`config.mk`:
```
export PLATFORM = sky130hd
export DESIGN_NAME = pipe_front_ctrl
export DESIGN_NICKNAME = d
export VERILOG_FILES = /design/src/rtl/pipe_front_ctrl_pkg.sv /design/src/rtl/pipe_front_ctrl_sat_counter16.sv /design/src/rtl/pipe_front_ctrl.sv
export SDC_FILE = /design/constraint.sdc
export NUM_CORES = 1
export LEC_CHECK = 0
export ABC_CLOCK_PERIOD_IN_PS = 2140
export BUFFER_PORTS_ARGS = -buffer_cell sky130_fd_sc_hd__buf_2
export CAP_MARGIN = 20
export CORE_MARGIN = 4
export CORE_UTILIZATION = 46
export DETAILED_ROUTE_END_ITERATION = 10
export PLACE_DENSITY = 0.76
export SLEW_MARGIN = 20
export SYNTH_ARGS = -nofsm -noshare
export SYNTH_HDL_FRONTEND = slang
export SYNTH_HIERARCHICAL = 1
export SYNTH_SLANG_ARGS = --single-unit
```
`constraint.sdc`:
```
create_clock -name clk -period 2.14 [get_ports clk]
set_clock_uncertainty 0.05 [all_clocks]
set_input_delay 0.321 -clock clk [delete_from_list [all_inputs] [get_ports clk]]
set_output_delay 0.321 -clock clk [all_outputs]
set_load 0.1 [all_outputs]
```
`src/rtl/pipe_front_ctrl_pkg.sv`:
```
// Shared constants for the fetch front end: IF/ID control codes, FSM states, reset PC.
package pipe_front_ctrl_pkg;

    typedef enum logic [1:0] {
        IFID_FLUSH = 2'b00,
        IFID_LOAD  = 2'b01,
        IFID_HOLD  = 2'b10,
        IFID_RSVD  = 2'b11
    } ifid_code_t;

    typedef enum logic {
        ST_RUN   = 1'b0,
        ST_HOLD2 = 1'b1
    } state_t;

    localparam logic [31:0] RESET_PC = 32'h0000_0000;
    localparam logic [15:0] CNT_MAX  = 16'hFFFF;

endpackage

```
`src/rtl/pipe_front_ctrl_sat_counter16.sv`:
```
// 16-bit event counter that sticks at its maximum value instead of wrapping.
module sat_counter16
    import pipe_front_ctrl_pkg::*;
(
    input  logic        clk,
    input  logic        reset,
    input  logic        enable,
    output logic [15:0] value
);

    always_ff @(posedge clk or negedge reset) begin
        if (!reset)
            value <= 16'h0000;
        else if (enable && (value != CNT_MAX))
            value <= value + 16'd1;
    end

endmodule

```
`src/rtl/pipe_front_ctrl.sv`:
```
// Fetch-side PC and IF/ID register control with a one-cycle extended stall state.
//
// state    | meaning
// ---------+-----------------------------------------------------------------
// ST_RUN   | normal operation; PC and IF/ID follow the hazard inputs
// ST_HOLD2 | second stall cycle of a load-use-branch; everything frozen,
//          | EX_Bubble asserted, back to ST_RUN after one cycle
module pipe_front_ctrl
    import pipe_front_ctrl_pkg::*;
(
    input  logic        clk,
    input  logic        reset,
    input  logic [31:0] PC_next,
    input  logic [31:0] Inst_mem_out,
    input  logic [1:0]  IF_ID_Hazard,
    input  logic        PC_Hazard,
    input  logic        delay,
    output logic [31:0] PC,
    output logic [31:0] IF_ID_Inst,
    output logic [31:0] IF_ID_PC4,
    output logic        IF_ID_Valid,
    output logic        EX_Bubble,
    output logic [15:0] Stall_Cnt,
    output logic [15:0] Flush_Cnt,
    output logic        Code_Err
);

    state_t     state, state_nxt;
    ifid_code_t code;

    logic pc_load;
    logic ifid_load;
    logic ifid_flush;
    logic stall_inc;
    logic flush_inc;
    logic err_set;

    assign code = ifid_code_t'(IF_ID_Hazard);

    always_ff @(posedge clk or negedge reset) begin
        if (!reset)
            state <= ST_RUN;
        else
            state <= state_nxt;
    end

    always_comb begin
        state_nxt = state;
        case (state)
            ST_RUN:   if (delay && PC_Hazard && (code == IFID_HOLD)) state_nxt = ST_HOLD2;
            ST_HOLD2: state_nxt = ST_RUN;
            default:  state_nxt = ST_RUN;
        endcase
    end

    // Flush wins over load/hold for IF/ID; PC hold is decided independently.
    always_comb begin
        pc_load    = 1'b0;
        ifid_load  = 1'b0;
        ifid_flush = 1'b0;
        stall_inc  = 1'b0;
        flush_inc  = 1'b0;
        err_set    = 1'b0;
        EX_Bubble  = 1'b0;
        case (state)
            ST_RUN: begin
                pc_load    = !PC_Hazard;
                stall_inc  = PC_Hazard;
                ifid_load  = (code == IFID_LOAD);
                ifid_flush = (code == IFID_FLUSH);
                flush_inc  = (code == IFID_FLUSH);
                err_set    = (code == IFID_RSVD);
            end
            ST_HOLD2: begin
                stall_inc = 1'b1;
                EX_Bubble = 1'b1;
            end
            default: ;
        endcase
    end

    always_ff @(posedge clk or negedge reset) begin
        if (!reset) begin
            PC          <= RESET_PC;
            IF_ID_Inst  <= 32'h0;
            IF_ID_PC4   <= 32'h0;
            IF_ID_Valid <= 1'b0;
            Code_Err    <= 1'b0;
        end else begin
            if (pc_load)
                PC <= PC_next;
            if (ifid_flush) begin
                IF_ID_Inst  <= 32'h0;
                IF_ID_PC4   <= 32'h0;
                IF_ID_Valid <= 1'b0;
            end else if (ifid_load) begin
                IF_ID_Inst  <= Inst_mem_out;
                IF_ID_PC4   <= PC + 32'd4;
                IF_ID_Valid <= 1'b1;
            end
            if (err_set)
                Code_Err <= 1'b1;
        end
    end

    sat_counter16 u_stall_cnt (
        .clk    (clk),
        .reset  (reset),
        .enable (stall_inc),
        .value  (Stall_Cnt)
    );

    sat_counter16 u_flush_cnt (
        .clk    (clk),
        .reset  (reset),
        .enable (flush_inc),
        .value  (Flush_Cnt)
    );

endmodule

```
==> impl_metrics.csv, run 1 <==
group,metric,value,unit
sta,drv_slew,0,
clock_network,numCtsBuffers,17,
power_and_ir_drop,p_sw_share,46.7,%
layout,antenna_cells,0,
sta,fmax,488,MHz
power_and_ir_drop,power_density,1150,nW/um^2
route,remaining_drc_errors,0,
power_and_ir_drop,total_power,9.36,mW
setup_path,ff2ff_setup_slack,90,ps
global_route,grt_max_degree,76,
min_path,min-delay-start,"PC_next[22]",
layout,fin_area,8120,um^2
setup_path,path_class,"flip-flop to flip-flop",
global_route,antenna_found_initial,0,
synth,async_flop_share,100,%
setup_path,cp-start-kind,"flip-flop",
setup_path,end_kind,"flip-flop",
global_route,overflow,0,
route,vias,5640,
sta,hold_violations,0,
synth,synth-main-ff-cell,"dfrtp_1",
route,wire_per_inst,17.8,um
setup_path,r2r-end,"u_flush_cnt/value[15]",
placement,placed_cells,969,
synth,synth_area,6240,um^2
power_and_ir_drop,p_int,4.99,mW
layout,drive_gt1_share,42.1,%
setup_path,crit_required,2380,ps
synth,seq_area_frac_synth,52.6,%
layout,syn_to_final_growth,30.2,%
route,final_antenna_net_count,0,
clock_network,clock_latency,410,ps
power_and_ir_drop,p_leak,3.93,nW
setup_path,rr_startpoint,"state",
min_path,min_to,"PC[22]",
clock_network,cts_max_level,4,
placement,pre_cts_slack,165,ps
route,wl_met1,7460,um
setup_path,slowest_delay,520,ps
floorplan,coreArea,13200,um^2
synth,synth_edf_count,0,
synth,yosysUniqueCellTypes,54,
synth,postSynthAreaPerCell,10.3,um^2
synth,syn_inst,604,
setup_path,worst_path_dominant_cell_family,"simple AND/OR/NAND/NOR gates",
sta,min_period_over_period,95.8,%
setup_path,path_max_fanout,7,
min_path,hold_path_class,"input port to flip-flop",
route,routed.top_layer,"met4",
clock_network,clock-sinks,131,
clock_network,ctsRootBufferMaster,"clkbuf_16",
route,wl_met3,1170,um
setup_path,reg2reg_depth,6,
sta,rsz0062_at_grt,"no",
floorplan,die_y,124,um
placement,placement.cell_area,7580,um^2
route,vias_per_cell,5.63,
floorplan,start_util,47.1,%
power_and_ir_drop,clkPwrFrac,27.7,%
status,outcome,"finished, final reports clean",
placement,numPortBuffers,200,
global_route,grt.total_usage,23.6,%
power_and_ir_drop,pwr-share-comb,37.7,%
layout,finalNonFillerCells,1002,
placement,gp_congestion,0.890,
global_route,grt_pass1_wl,30100,um
setup_path,critPathArrivalTime,2290,ps
global_route,first_global_vias,5887,
sta,slew_headroom,46.4,%
clock_network,cts_tree,"built",
sta,worstMarginPinSlew,804,ps
route,wl,17800,um
placement,dp_hpwl,12800,um
setup_path,critical_path.slowest_cell,"dfrtp_4",
clock_network,cts_buffer_depth,2,
sta,setup_viol,0,
power_and_ir_drop,switching_power,4.37,mW
route,drtIter0Drc,442,
setup_path,worstPathCellList,"or2_4 -> nor2_4 -> nand4_1 -> nor4_4 -> and4b_1 -> a21oi_1",
setup_path,critPathBufInv,0,
job,cap_violations,0,
route,drtPass1Iterations,7,
synth,synth_seq_cells,131,
layout,layout.nets,886,
floorplan,rows,42,
power_and_ir_drop,peakVddDrop,0.00140,V
clock_network,clk_pin_slew,50,ps
min_path,hold_depth,3,
floorplan,ios,201,
synth,synth_nets,677,
sta,finalCriticalPeriod,2050,ps
floorplan,die_w,124,um
sta,setup_ws,89.9,ps
power_and_ir_drop,power_frac_seq,34.6,%
route,dr_wl_met2,8910,um
synth,yosysWarnings,6,
clock_network,ctsResizeCount,0,
floorplan,dieArea,15500,um^2
-- worst reg2reg max path, cell delays in order (launching register included) --
cell and delay (ps):
dfrtp_4 520, or2_4 260, nor2_4 180, nand4_1 170, nor4_4 410, and4b_1 280, a21oi_1 70
-- Yosys cell counts, drive strengths merged (5+ instances only) --
cell / instances / area (um^2)
nand4: 34 / 270
a21oi: 7 / 35.0
nand3: 74 / 395
clkbuf: 19 / 71.3
a21o: 5 / 37.5
nor3: 10 / 60.1
xor2: 9 / 78.8
and3: 8 / 50.1
and4: 8 / 77.6
mux2: 29 / 327
o21a: 10 / 75.1
dfrtp: 131 / 3280
o211ai: 6 / 45.0
nor2: 24 / 95.1
xnor2: 17 / 149
o21ai: 18 / 90.1
o31ai: 6 / 72.6
a32oi: 5 / 43.8
a31oi: 7 / 43.8
nor4: 14 / 178
nand2: 119 / 447
inv: 6 / 22.5
buf: 8 / 41.3
-- state kept, by name, summed over array words and instances, names as in the netlist --
register           count
IF_ID_Inst            32
IF_ID_PC4             32
PC                    32
u_flush_cnt/value     16
u_stall_cnt/value     16
Code_Err               1
IF_ID_Valid            1
state                  1
-- power by group through the flow --
stage | registers, mW | clock network, mW | logic, mW
4_1_cts | 3.23 | 2.65 | 3.54
3_3_place_gp | 3.25 | 0 | 3.49
3_5_place_dp | 3.26 | 0 | 3.53
6_report | 3.24 | 2.60 | 3.52
2_1_floorplan | 5.49 | 0 | 0.574
5_1_grt | 3.28 | 2.79 | 3.66
-- cells in the final DEF (no fill, tap or decap), types with 3 or more instances in the layout --
cell,instances
dfrtp_1,81
o21ai_0,18
a31oi_1,7
clkbuf_16,17
dfrtp_2,49
o21a_1,10
o211ai_1,6
clkbuf_8,4
a21o_1,5
a21oi_1,7
a2bb2oi_1,3
nand2_1,119
a22oi_1,3
nand4_4,3
a32oi_1,5
nor4_4,6
nand3_1,72
o31ai_1,4
and2_1,3
and4_1,4
and3_1,8
inv_1,6
mux2_2,27
xor2_1,9
ha_1,3
nor4_1,8
clkinv_2,4
nor3_1,8
nand4_1,29
nor2_1,19
buf_4,15
nor2_4,3
xnor2_1,17
buf_2,199
clkbuf_1,6
-- kinds of logic after synthesis --
kind of cell               share of synthesized area [%]
xor gates and xnor gates                            3.65
and+or+nand+nor                                     26.5
buffers and inverters                               2.23
muxes                                               5.24
adders and majority gates                          0.602
AOI/OAI and AO/OA                                   9.19
DFF                                                 52.6
-- per-stage QoR --
step / setup TNS [ps] / utilization, % / hold WS, ps
after floorplan: -1320 / - / -24.6
after global placement: 0 / 57.2 / 284
after detailed placement: 0 / 57.2 / 294
after CTS: 0 / 61.3 / 48.6
after global routing: 0 / 61.3 / 72.2
final: 0 / 61.3 / 64.8
-- cell type report --
type                       count  area (um^2)
fill                        1137         5120
sequential                   131         3340
multi-input combinational    439         2850
timing repair buffer         217         1150
clock buffer                  27          503
tap                          176          220
clock inverter                 5         27.5
inverter                       7         26.3
-- per-layer routing --
metal | up-vias | global-route usage, %
met5 | - | 0
met2 | 232 | 38.7
met3 | 30 | 5.62
li1 | 2609 | -
met4 | 0 | 7.80
met1 | 2769 | 31.0
-- repair_timing --
| action | CTS | global route |
|---|---|---|
| buffers inserted | 0 | 0 |
| hold endpoints to repair | 56 | 0 |
| hold buffers | 1 | 0 |
-- how the worst max path moves through the flow --
stage                                        to  start  slack (ps)  cells past startpoint
after floorplan           u_flush_cnt/value[15]  state        -300                      9
after global placement    u_flush_cnt/value[15]  state         220                      6
after detailed placement  u_flush_cnt/value[15]  state         170                      6
after CTS                 u_flush_cnt/value[15]  state         110                      6
after global routing      u_flush_cnt/value[15]  state          40                      6
final                     u_flush_cnt/value[15]  state          90                      6
Note: power is estimated with default switching activity, not from simulation.
==> run 2, diff against run 1 <==
--- a/config.mk
+++ b/config.mk
@@ -8,10 +8,13 @@
 export ABC_CLOCK_PERIOD_IN_PS = 2140
 export BUFFER_PORTS_ARGS = -buffer_cell sky130_fd_sc_hd__buf_2
 export CAP_MARGIN = 20
+export CELL_PAD_IN_SITES_DETAIL_PLACEMENT = 0
+export CELL_PAD_IN_SITES_GLOBAL_PLACEMENT = 1
 export CORE_MARGIN = 4
-export CORE_UTILIZATION = 46
+export CORE_UTILIZATION = 35
 export DETAILED_ROUTE_END_ITERATION = 10
-export PLACE_DENSITY = 0.76
+export PLACE_DENSITY_LB_ADDON = 0.1
+export SKIP_CTS_REPAIR_TIMING = 1
 export SLEW_MARGIN = 20
 export SYNTH_ARGS = -nofsm -noshare
 export SYNTH_HDL_FRONTEND = slang
==> impl_metrics.csv, run 2 (synthesized netlist as in run 1, its figures left out) <==
group,metric,value,unit
floorplan,start_util,35.9,%
layout,reg_top3,"IF_ID_Inst: 32 flops, IF_ID_PC4: 32 flops, PC: 32 flops",
setup_path,r2r-end,"u_flush_cnt/value[15]",
global_route,antenna_found_initial,3,
route,remaining_drc_errors,0,
sta,hold_violations,0,
global_route,grt.total_usage,18.6,%
sta,slew_headroom,45.4,%
setup_path,reg2reg_depth,6,
route,wire_per_inst,17.4,um
sta,tns,0,ps
route,drtIter0Drc,200,
min_path,min_to,"PC[30]",
layout,final_util,47.2,%
setup_path,path_class,"flip-flop to flip-flop",
sta,worstMarginPinSlew,819,ps
min_path,min-delay-start,"PC_next[30]",
clock_network,cts_buffer_depth,2,
clock_network,clock_latency,410,ps
layout,nFillCells,1692,
clock_network,numCtsBuffers,17,
job,cap_violations,0,
min_path,hold_path_class,"input port to flip-flop",
placement,numPortBuffers,200,
setup_path,end_kind,"flip-flop",
placement,gp_congestion,0.822,
setup_path,ff2ff_setup_slack,170,ps
power_and_ir_drop,p_leak,3.93,nW
floorplan,rows,48,
clock_network,cts_tree,"built",
route,dr_wl_met2,8610,um
floorplan,die_y,141,um
sta,drv_slew,0,
layout,final_common_cell,"buf_2",
clock_network,ctsRootBufferMaster,"clkbuf_16",
clock_network,clk_pin_slew,60,ps
setup_path,critPathArrivalTime,2210,ps
route,final_antenna_net_count,0,
global_route,overflow,0,
route,vias,5516,
placement,dp_hpwl,13400,um
route,wl_met1,8350,um
floorplan,die_w,141,um
layout,final_cell_mix,"buf_2 (199), nand2_1 (119), dfrtp_1 (81), nand3_1 (72), dfrtp_2 (49)",
route,drtPass1Iterations,4,
setup_path,crit_required,2380,ps
power_and_ir_drop,power_density,1140,nW/um^2
global_route,first_global_vias,5683,
setup_path,rr_startpoint,"state",
setup_path,path_max_fanout,7,
clock_network,clock-sinks,131,
sta,whs,62.1,ps
clock_network,cts_max_level,4,
floorplan,dieArea,20000,um^2
layout,drive_gt1_share,42.2,%
global_route,grt_max_degree,76,
power_and_ir_drop,total_power,9.34,mW
sta,rsz0062_at_grt,"no",
floorplan,coreArea,17400,um^2
layout,seq_area,3340,um^2
sta,setup_viol,0,
sta,fmax,509,MHz
sta,min_period_over_period,91.9,%
route,wl,18300,um
global_route,grt_pass1_wl,29800,um
sta,setup_ws,174,ps
min_path,hold_depth,3,
power_and_ir_drop,peakVddDrop,0.000935,V
route,routed.top_layer,"met5",
status,outcome,"finished, final reports clean",
placement,pre_cts_slack,172,ps
route,wl_met3,974,um
layout,multi_input_comb_area,2850,um^2
floorplan,ios,201,
layout,layout.nets,887,
sta,finalCriticalPeriod,1970,ps
layout,syn_to_final_growth,31.2,%
setup_path,cp-start-kind,"flip-flop",
route,vias_per_cell,5.23,
run 2: changes by cell type in the layout (fill, tap and decap cells not counted), sizes merged:
cell,before,now
clkinv,5,6
buf,216,217
diode,0,2
clkbuf,27,26
run 2: critical path: stages (launching register included):
cell	delay, ps
dfrtp_4	530
or2_4	260
nor2_4	190
nand4_1	180
nor4_4	360
and4b_1	230
a21oi_1	60
run 2: final cells by class:
| class | count | area share, % |
|---|---|---|
| multi-input cells | 439 | 34.8 |
| repair buffers | 218 | 14.1 |
| inverters | 7 | 0.321 |
| clock buffers | 26 | 5.98 |
| diodes | 2 | 0.0612 |
| well taps | 225 | 3.44 |
| clock inverters | 6 | 0.397 |
| flip-flops and latches | 131 | 40.9 |
run 2: stage by stage:
step                      instance area, um^2  std cells
after floorplan                          6340        604
after global placement                   7650       1019
after detailed placement                 7650       1019
after CTS                                8170       1051
after global routing                     8180       1054
final                                    8180       1054
run 2: metal layers:
| layer | vias to the layer above | track usage (%) |
|---|---|---|
| met5 | - | 0 |
| met4 | 2 | 6.57 |
| met3 | 25 | 4.35 |
| met2 | 154 | 29.2 |
| met1 | 2714 | 25.3 |
| li1 | 2621 | - |
run 2: worst max-delay path by stage:
stage          slack, ps  depth (start not counted)   from                     to
6_report             170                          6  state  u_flush_cnt/value[15]
5_1_grt               60                          6  state  u_flush_cnt/value[15]
4_1_cts              150                          6  state  u_flush_cnt/value[15]
3_5_place_dp         170                          6  state  u_flush_cnt/value[15]
3_3_place_gp         200                          6  state  u_flush_cnt/value[15]
2_1_floorplan       -300                          9  state  u_flush_cnt/value[15]
run 2: power by group:
| group | internal [mW] | switching (mW) |
|---|---|---|
| Combinational | 0.568 | 2.96 |
| Sequential | 2.82 | 0.397 |
| Clock | 1.56 | 1.03 |
